[src/rtl/dmem_arbiter_pkg.sv]
// Shared types and constants for the data-memory arbiter: FSM state,
// word stride and default bus widths.
package dmem_arbiter_pkg;

    localparam int DEF_AW   = 32;
    localparam int DEF_DW   = 32;
    localparam int WORD_INC = 4;
    localparam int BEAT_W   = 4;

    typedef enum logic {
        S_IDLE  = 1'b0,
        S_BURST = 1'b1
    } state_e;

endpackage

[src/rtl/dmem_arbiter_counter.sv]
// Generic up-counter with synchronous clear (clear wins over enable);
// counts DMA beats issued after beat 0.
module dmem_arbiter_counter #(
    parameter int W = 4
) (
    input  logic         clk,
    input  logic         reset_n,
    input  logic         clr_i,
    input  logic         en_i,
    output logic [W-1:0] count_o
);

    logic [W-1:0] count_q;

    always_ff @(posedge clk or negedge reset_n) begin
        if (!reset_n) begin
            count_q <= '0;
        end else if (clr_i) begin
            count_q <= '0;
        end else if (en_i) begin
            count_q <= count_q + 1'b1;
        end
    end

    assign count_o = count_q;

endmodule

[src/rtl/dmem_arbiter.sv]
// Two-port data-memory arbiter: single-beat CPU accesses against DMA bursts,
// with a starvation limit that hands the memory to a waiting DMA.
module dmem_arbiter
    import dmem_arbiter_pkg::*;
#(
    parameter int AW         = DEF_AW,
    parameter int DW         = DEF_DW,
    parameter int STARVE_MAX = 3
) (
    input  logic          clk,
    input  logic          reset_n,
    input  logic          cpu_req,
    input  logic          cpu_we,
    input  logic [AW-1:0] cpu_addr,
    input  logic [DW-1:0] cpu_wdata,
    output logic          cpu_gnt,
    output logic          cpu_stall,
    output logic          cpu_rvalid,
    output logic [DW-1:0] cpu_rdata,
    input  logic          dma_req,
    input  logic          dma_we,
    input  logic [AW-1:0] dma_addr,
    input  logic [DW-1:0] dma_wdata,
    input  logic [3:0]    dma_len,
    output logic          dma_gnt,
    output logic          dma_beat,
    output logic          dma_done,
    output logic          dma_rvalid,
    output logic [DW-1:0] dma_rdata,
    output logic          mem_we,
    output logic [AW-1:0] mem_addr,
    output logic [DW-1:0] mem_wdata,
    input  logic [DW-1:0] mem_rdata,
    output state_e        dbg_state,
    output logic [7:0]    dbg_starve_cnt
);

    localparam logic [7:0] STARVE_LIM = 8'(STARVE_MAX);

    state_e              state_q;
    logic [7:0]          starve_q;
    logic [BEAT_W-1:0]   len_q;
    logic [AW-1:0]       base_q;
    logic                we_q;
    logic [AW-1:0]       addr_last_q;
    logic [DW-1:0]       wdata_last_q;
    logic                cpu_rvalid_q;
    logic                dma_rvalid_q;
    logic [BEAT_W-1:0]   beat_cnt;
    logic [BEAT_W-1:0]   beat_idx;
    logic                cpu_win;
    logic                dma_win;
    logic                burst_beat;
    logic                burst_last;

    dmem_arbiter_counter #(.W(BEAT_W)) u_beat_cnt (
        .clk     (clk),
        .reset_n (reset_n),
        .clr_i   (dma_win),
        .en_i    (burst_beat),
        .count_o (beat_cnt)
    );

    // Counter holds beats issued since beat 0, so the beat now on the bus is one ahead.
    assign beat_idx = beat_cnt + 4'd1;

    always_comb begin
        cpu_win    = 1'b0;
        dma_win    = 1'b0;
        burst_beat = 1'b0;
        burst_last = 1'b0;
        if (reset_n) begin
            if (state_q == S_IDLE) begin
                cpu_win = cpu_req && (!dma_req || (starve_q < STARVE_LIM));
                dma_win = dma_req && !cpu_win;
            end else begin
                burst_beat = 1'b1;
                burst_last = (beat_idx == len_q);
            end
        end
    end

    always_comb begin
        mem_we    = 1'b0;
        mem_addr  = addr_last_q;
        mem_wdata = wdata_last_q;
        if (cpu_win) begin
            mem_we    = cpu_we;
            mem_addr  = cpu_addr;
            mem_wdata = cpu_wdata;
        end else if (dma_win) begin
            mem_we    = dma_we;
            mem_addr  = dma_addr;
            mem_wdata = dma_wdata;
        end else if (burst_beat) begin
            mem_we    = we_q;
            mem_addr  = base_q + (AW'(beat_idx) * AW'(WORD_INC));
            mem_wdata = dma_wdata;
        end
    end

    assign cpu_gnt   = cpu_win;
    assign cpu_stall = cpu_req & ~cpu_win;
    assign dma_gnt   = dma_win;
    assign dma_beat  = dma_win | burst_beat;
    assign dma_done  = (dma_win && (dma_len == 4'd0)) || burst_last;

    always_ff @(posedge clk or negedge reset_n) begin
        if (!reset_n) begin
            state_q      <= S_IDLE;
            starve_q     <= '0;
            len_q        <= '0;
            base_q       <= '0;
            we_q         <= 1'b0;
            addr_last_q  <= '0;
            wdata_last_q <= '0;
            cpu_rvalid_q <= 1'b0;
            dma_rvalid_q <= 1'b0;
        end else begin
            case (state_q)
                S_IDLE: begin
                    if (dma_win) begin
                        len_q  <= dma_len;
                        base_q <= dma_addr;
                        we_q   <= dma_we;
                        if (dma_len != 4'd0) begin
                            state_q <= S_BURST;
                        end
                    end
                end
                S_BURST: begin
                    if (burst_last) begin
                        state_q <= S_IDLE;
                    end
                end
                default: state_q <= S_IDLE;
            endcase

            if (!dma_req || dma_win) begin
                starve_q <= '0;
            end else if (cpu_win && (starve_q < STARVE_LIM)) begin
                starve_q <= starve_q + 8'd1;
            end

            if (cpu_win || dma_beat) begin
                addr_last_q  <= mem_addr;
                wdata_last_q <= mem_wdata;
            end

            cpu_rvalid_q <= cpu_win & ~mem_we;
            dma_rvalid_q <= dma_beat & ~mem_we;
        end
    end

    assign cpu_rvalid     = cpu_rvalid_q;
    assign dma_rvalid     = dma_rvalid_q;
    assign cpu_rdata      = mem_rdata;
    assign dma_rdata      = mem_rdata;
    assign dbg_state      = state_q;
    assign dbg_starve_cnt = starve_q;

endmodule

[config.mk]
export PLATFORM = sky130hd
export DESIGN_NAME = dmem_arbiter
export DESIGN_NICKNAME = d
export VERILOG_FILES = /design/src/rtl/dmem_arbiter_pkg.sv /design/src/rtl/dmem_arbiter_counter.sv /design/src/rtl/dmem_arbiter.sv
export SDC_FILE = /design/constraint.sdc
export NUM_CORES = 1
export LEC_CHECK = 0
export ABC_AREA = 1
export CORE_UTILIZATION = 43
export DETAILED_ROUTE_END_ITERATION = 16
export GPL_TIMING_DRIVEN = 0
export PLACE_DENSITY_LB_ADDON = 0.3
export SETUP_SLACK_MARGIN = 0.2
export SLEW_MARGIN = 20
export SYNTH_ARGS = -nofsm -noshare
export SYNTH_HDL_FRONTEND = slang
export SYNTH_SLANG_ARGS = --single-unit
[constraint.sdc]
create_clock -name clk -period 3.5 [get_ports clk]
set_clock_uncertainty 0.2 [all_clocks]
set_input_delay 0.525 -clock clk [delete_from_list [all_inputs] [get_ports clk]]
set_output_delay 0.525 -clock clk [all_outputs]
set_load 0.005 [all_outputs]
# Yosys cells after proc, flatten, opt, wreduce, memory -nomap -nowiden
# Index checks and enable logic that the tools add are counted.
dict set report totals {
  register_bits 116
  output_inout_bits 145
}
dict set report classes {
  n_lt_le_gt_ge 1
  n_mux 25
  add_sub_neg 3
  reduce_logical 15
  eq_ne 1
  bitwise_logic 7
}
# op count
set ops {}
lappend ops {{two-way mux 32 bit} 6}
lappend ops {{adder 32 x 6 -> 32 bit} 1}
lappend ops {{two-way mux 8 bit} 2}
lappend ops {{two-way mux 1 bit} 14}
lappend ops {{adder 8 x 1 -> 8 bit, second input constant} 1}
lappend ops {{< comparator 8 x 2 -> 1 bit, second input constant} 1}
lappend ops {{two-way mux 4 bit} 2}
lappend ops {{adder 4 x 1 -> 4 bit, second input constant} 1}
lappend ops {{== test 4 bit} 1}
lappend ops {{logical AND 1 bit} 4}
lappend ops {{zero test 4 bit} 1}
lappend ops {{logical OR 1 bit} 4}
lappend ops {{nonzero test 2 bit} 2}
lappend ops {{nonzero test 4 bit} 1}
lappend ops {{bitwise AND 1 bit} 3}
lappend ops {{NOT 1 bit} 3}
lappend ops {{zero test 1 bit} 2}
lappend ops {{one-hot mux 1 bit (2 select lines)} 1}
lappend ops {{AND reduction 2 bit} 1}
lappend ops {{OR 1 bit} 1}

# Depth between registers and ports, before layout
dict set report depth {
  word_depth 11
  depth_mapped 15
  mapped_depth_nobuf 15
}

# Cells and area by module
# From an unflattened synthesis, not the netlist that was laid out.
dict set report unflattened {
  cells_unflattened 1027
  area_unflattened_um2 7185.6
}
# mod area_each_um2 cells_per_inst instances seq_area_each_um2
set by_module_without_submodules {}
lappend by_module_without_submodules {dmem_arbiter 6984.2 1003 1 2802.7}
lappend by_module_without_submodules {dmem_arbiter_counter 201.4 24 1 100.1}

# Least setup slack after synthesis
# OpenSTA, ideal clock, no wires.
dict set report synth_path {
  path_type {flip-flop to output port}
  startpoint {reg u_beat_cnt.count_q[0] (netlist: u_beat_cnt.count_o[0])}
  endpoint {out mem_addr[16]}
  arrival_ps 2131
  path_stages_with_launch 13
  path_buffers 0
  slack_ps 644
  required_time_ps 2775
  path_cell_list {dfrtp_1 > ha_1 > inv_1 > fa_1 > inv_1 > nand2_1 > nand3_1 > nand2_1 > nor2_1 > nand3_1 > nand3_1 > nand3_1 > a21oi_1}
}
dict set report synth_via {
  elab_chain_cells 5
}
# item line_no
set synth_lines {}
lappend synth_lines {{from (decl)} dmem_arbiter_counter.sv:13} ;# logic [W-1:0] count_q;
lappend synth_lines {{from (signal assigned)} dmem_arbiter_counter.sv:21} ;# count_q <= count_q + 1'b1;
lappend synth_lines {{adder 4 x 1 -> 4 bit} dmem_arbiter.sv:65} ;# assign beat_idx = beat_cnt + 4'd1;
lappend synth_lines {{adder 32 x 6 -> 32 bit} dmem_arbiter.sv:97} ;# mem_addr = base_q + (AW'(beat_idx) * AW'(WORD_INC));
lappend synth_lines {{two-way mux 32 bit} dmem_arbiter.sv:95} ;# end else if (burst_beat) begin
lappend synth_lines {{two-way mux 32 bit} dmem_arbiter.sv:91} ;# end else if (dma_win) begin
lappend synth_lines {{two-way mux 32 bit} dmem_arbiter.sv:87} ;# if (cpu_win) begin
lappend synth_lines {{to (decl)} dmem_arbiter.sv:31} ;# output logic [AW-1:0] mem_addr,
# Every way passes these cells.

# Worst setup path in the final report
dict set report layout_path {
  startpoint {reg u_beat_cnt.count_q[0] (netlist: u_beat_cnt.count_o[0])}
  endpoint {out mem_addr[8]}
}
# The elaborated chain is that of the path after synthesis.

==> summary.md <==
| Metric | Value |
|---|---|
| Maximum clock insertion buffer count | 2 |
| Endpoint, Worst Hold | wdata_last_q[0] |
| Non-filler cells, final | roughly 1700 |
| Count of pins over their slew limit | 0 |
| Number of placement rows | 47 |
| Width of the die | approximately 130 µm |
| Initial DRT Pass Iterations | 6 |
| Starting density of the core | 0.4388 |
| Clock slew at reported path FFs | roughly 0.060 ns |
| Ports placed on the boundary | 315 |
| Cells after Synth | roughly 1000 |
| Register-to-register path setup slack | around 0.16 ns |
| Sum of buffers and inverters on the critical path | 3 |
| Slowest library cell on the worst path | o21ai_0 |
| Area growth from synthesis to layout | 73.94% |
| Startpoint of the lowest-slack register-to-register path | u_beat_cnt.count_o[0] |
| Maximum frequency from static timing analysis | 246.1 MHz |
| Drt wl/cell | between 15 and 20 µm |
| Number of enable-type register cells in the synthesized netlist | 0 |
| Instance count along the most critical hold path | 2 |
| TritonCTS buffer count | 17 |
| Kind of cell adding the most delay to the critical path | compound AO/OA/AOI/OAI gates |
| Share of synthesized registers carrying an async set or reset | 1.000 |
| Pin count of the biggest net entering global routing | 40 |
| Critical-path cell list | ha_4 -> inv_4 -> fa_2 -> inv_2 -> nand2_4 -> nand3_4 -> nand2_8 -> o21ai_0 -> nand3_2 -> nand2_1 -> nand2_1 -> nand2_1 -> nand2_1 -> buf_6 |
| Reg-to-reg endpoint | addr_last_q[9] |
| Avg Inst Size Synth | roughly 7 µm² |
| Length in cells of the worst reg-to-reg path | 22 |
| Die H | approximately 130 µm |
| Cell at the root of the clock tree | clkbuf_16 |
| Mapped Nets | about 1200 |
| Proportion of synthesized chip area in sequential cells | 0.4017 |
| Port-buffer cells | 282 |
| Clock network latency to the later pin of the worst-skew pair | 0.45 ns |
| Worst Path Max Fanout | 6 |
| Fillcell total | ~1100 |
| Smallest hold slack | 0.2975 ns |
| Number of H-tree branching levels | 4 |
| Fin. Hold Viols | 0 |
| Minimum clock period after layout | around 4.1 ns |
| Crit path top cell by count | nand2_1 |
| Total number of vias | just over 9000 |
| Actual transition at the worst max-transition pin | 0.9917 ns |
| Max transition margin | 0.3319 |
| Final count of negative-setup-slack endpoints | 7 |
| Class of the tightest hold or removal check | flop to flop |
| Worst Path Class, Setup | flop to primary output |
| Run status | complete, but fails checks |
| RSZ-0062 raised after global routing | yes |
| Clock tree from TritonCTS | built |
| Initial DRC count | roughly 850 |
| Number of storage elements in the synthesis netlist | approximately 120 |
| CTS Sinks | around 120 |
| Global placer's final weighted congestion | between 0.9 and 1 |
| Largest stage delay, worst path | a little under 0.8 ns |
| Endpoint arrival time on the critical path | ~3.3 ns |
| Setup TNS after final layout | -0.7735 ns |
| Post-DR vias/cell | about 5.5 |
| Detailed placement HPWL | 19.14 mm |
| Fraction of final layout cells sized beyond drive strength 1 | 0.2761 |
| Max-cap check violation count | 0 |
| Number of distinct library cells after synthesis | 33 |
| Final global-route overflow total | 0 |
| Most area-consuming cells after synthesis | dfrtp_1 40%, nand2_1 15%, nand3_1 11% |
| Placeable core area | 16470 µm² |
| Total die area | approximately 17000 µm² |
| Mapped cell area | 7226 µm² |
| Failing checks | negative setup slack |
| Total number of nets in the final design | 1602 |
| Peak supply drop | approximately 500 µV |
| CP Launch Type | flop |
| Total routed wirelength | 32.00 mm |
| Main synth FF type | dfrtp_1 |
| Post-route antenna net violation count | 0 |
| Sort of element at the end of the critical path | primary output |
| First-pass GRT wire length | about 44 mm |
| Final critical-path share of the clock period | 1.161 |
| Number of global-route vias before repair | 8661 |
| LEAKAGE | 6.026 nW |
| Cell area power density | around 740 nW/µm² |
| Post-synth top area share | 0.4017 |
| Post-route DRC violation count | 0 |
| Cell taking the most area after synthesis | dfrtp_1 |
| Synth warnings | 0 |
| Number of antenna violations at the first check in global routing | 0 |
| Required time of the critical path | ~2.8 ns |
| GRT Total Usage | 0.3335 |
| DP Cell Count | 1536 |
| Post-route worst setup slack | -0.5641 ns |
| Launch instance of the worst min-delay path | wdata_last_q[0] |
[state kept, by name, indices dropped and copies added, names as in the netlist]
signal              count
dbg_starve_cnt          8
base_q                 32
cpu_rvalid              1
len_q                   4
u_beat_cnt.count_o      4
we_q                    1
addr_last_q            32
dbg_state               1
dma_rvalid              1
wdata_last_q           32
[worst min-delay path: stages (launching register included)]
cell and delay (ns):
dfrtp_1 0.33, nand2_1 0.06, nand3_1 0.07
[metal layers]
metal  track usage  wire (µm)  share of wire  vias to the layer above
li1              -          -              -                     4057
met1        0.3835      11480           0.36                     4312
met2        0.5620      15570           0.49                      631
met3       0.09144       3218           0.10                      161
met4        0.1802       1731          0.054                        0
met5             0          0              0                        -
[Yosys cell counts (6+ instances only)]
| cell | number |
|---|---|
| o21ai_0 | 59 |
| ha_1 | 6 |
| inv_1 | 93 |
| nand2_1 | 282 |
| o21ai_1 | 6 |
| clkbuf_1 | 10 |
| nand3_1 | 158 |
| nand4_1 | 7 |
| a31oi_1 | 10 |
| buf_4 | 66 |
| a21oi_1 | 36 |
| nor2_1 | 120 |
| dfrtp_1 | 116 |
| buf_2 | 23 |
[worst max path at each step]
| stage | startpoint | to | slack (ns) | cells past startpoint |
|---|---|---|---|---|
| 2_1_floorplan | u_beat_cnt.count_o[0] | mem_addr[16] | 0.64 | 12 |
| 3_3_place_gp | reset_n | mem_addr[10] | -5.63 | 7 |
| 3_5_place_dp | reset_n | mem_addr[26] | -0.64 | 9 |
| 4_1_cts | u_beat_cnt.count_o[0] | mem_addr[23] | 0.02 | 12 |
| 5_1_grt | u_beat_cnt.count_o[0] | mem_addr[8] | -0.50 | 14 |
| 6_report | u_beat_cnt.count_o[0] | mem_addr[8] | -0.56 | 14 |
[power breakdown]
| group | internal [W] | switching, W |
|---|---|---|
| Clock | 0.00117 | 0.000687 |
| Combinational | 0.00235 | 0.00272 |
| Sequential | 0.00193 | 0.000443 |
| Total | 0.00545 | 0.00385 |
[placed cells by master, fill, tap and decap left out, drive strengths merged, types with 37 or more instances in the layout]
master,count
dfrtp,116
o21ai,65
nor2,125
a21oi,37
inv,97
nand2,285
nand3,158
buf,198
clkbuf,45
clkdlybuf4s50,217
[layout make-up]
class / instances / area (µm²) / area share
timing repair buffer: 372 / 3603 / 0.2867
tap: 220 / 275.3 / 0.02190
inverter: 96 / 372.9 / 0.02967
buffer: 103 / 803.3 / 0.06391
clock inverter: 12 / 152.6 / 0.01215
sequential: 116 / 2907 / 0.2313
antenna: 1 / 2.502 / 0.0001991
multi-input combinational: 719 / 3985 / 0.3171
clock buffer: 20 / 466.7 / 0.03713
[cells by family after synthesis]
family | Yosys count | share of synthesized area
buffers and inverters | 199 | 0.1458
adder cells (fa/ha/maj) | 7 | 0.01316
XOR/XNOR | 6 | 0.007273
AO/OA/AOI/OAI | 121 | 0.09039
flip-flops | 116 | 0.4017
AND/OR/NAND/NOR | 584 | 0.3416
[repair_timing]
action / 4_1_cts / 5_1_grt
hold endpoints to repair: 57 / 0
endpoints found under the setup margin: 70 / 67
setup buffers: 50 / 30
cloned: 5 / 0
hold buffers: 5 / 0
pin swaps: 50 / 52
gates resized for setup: 250 / 160
[through the flow]
stage / setup slack [ns] / total power, W / cell area (µm²) / util
6_report: -0.5641 / 0.009299 / 12570 / 0.7633
5_1_grt: -0.5028 / 0.009713 / 12570 / 0.7631
4_1_cts: 0.01502 / 0.008351 / 11940 / 0.7249
3_5_place_dp: -0.6443 / 0.005911 / 10350 / 0.6287
3_3_place_gp: -5.628 / 0.005831 / 10320 / 0.6270
2_1_floorplan: 0.6443 / 0.004171 / 7226 / -
Note: power is estimated with default switching activity, not from simulation.
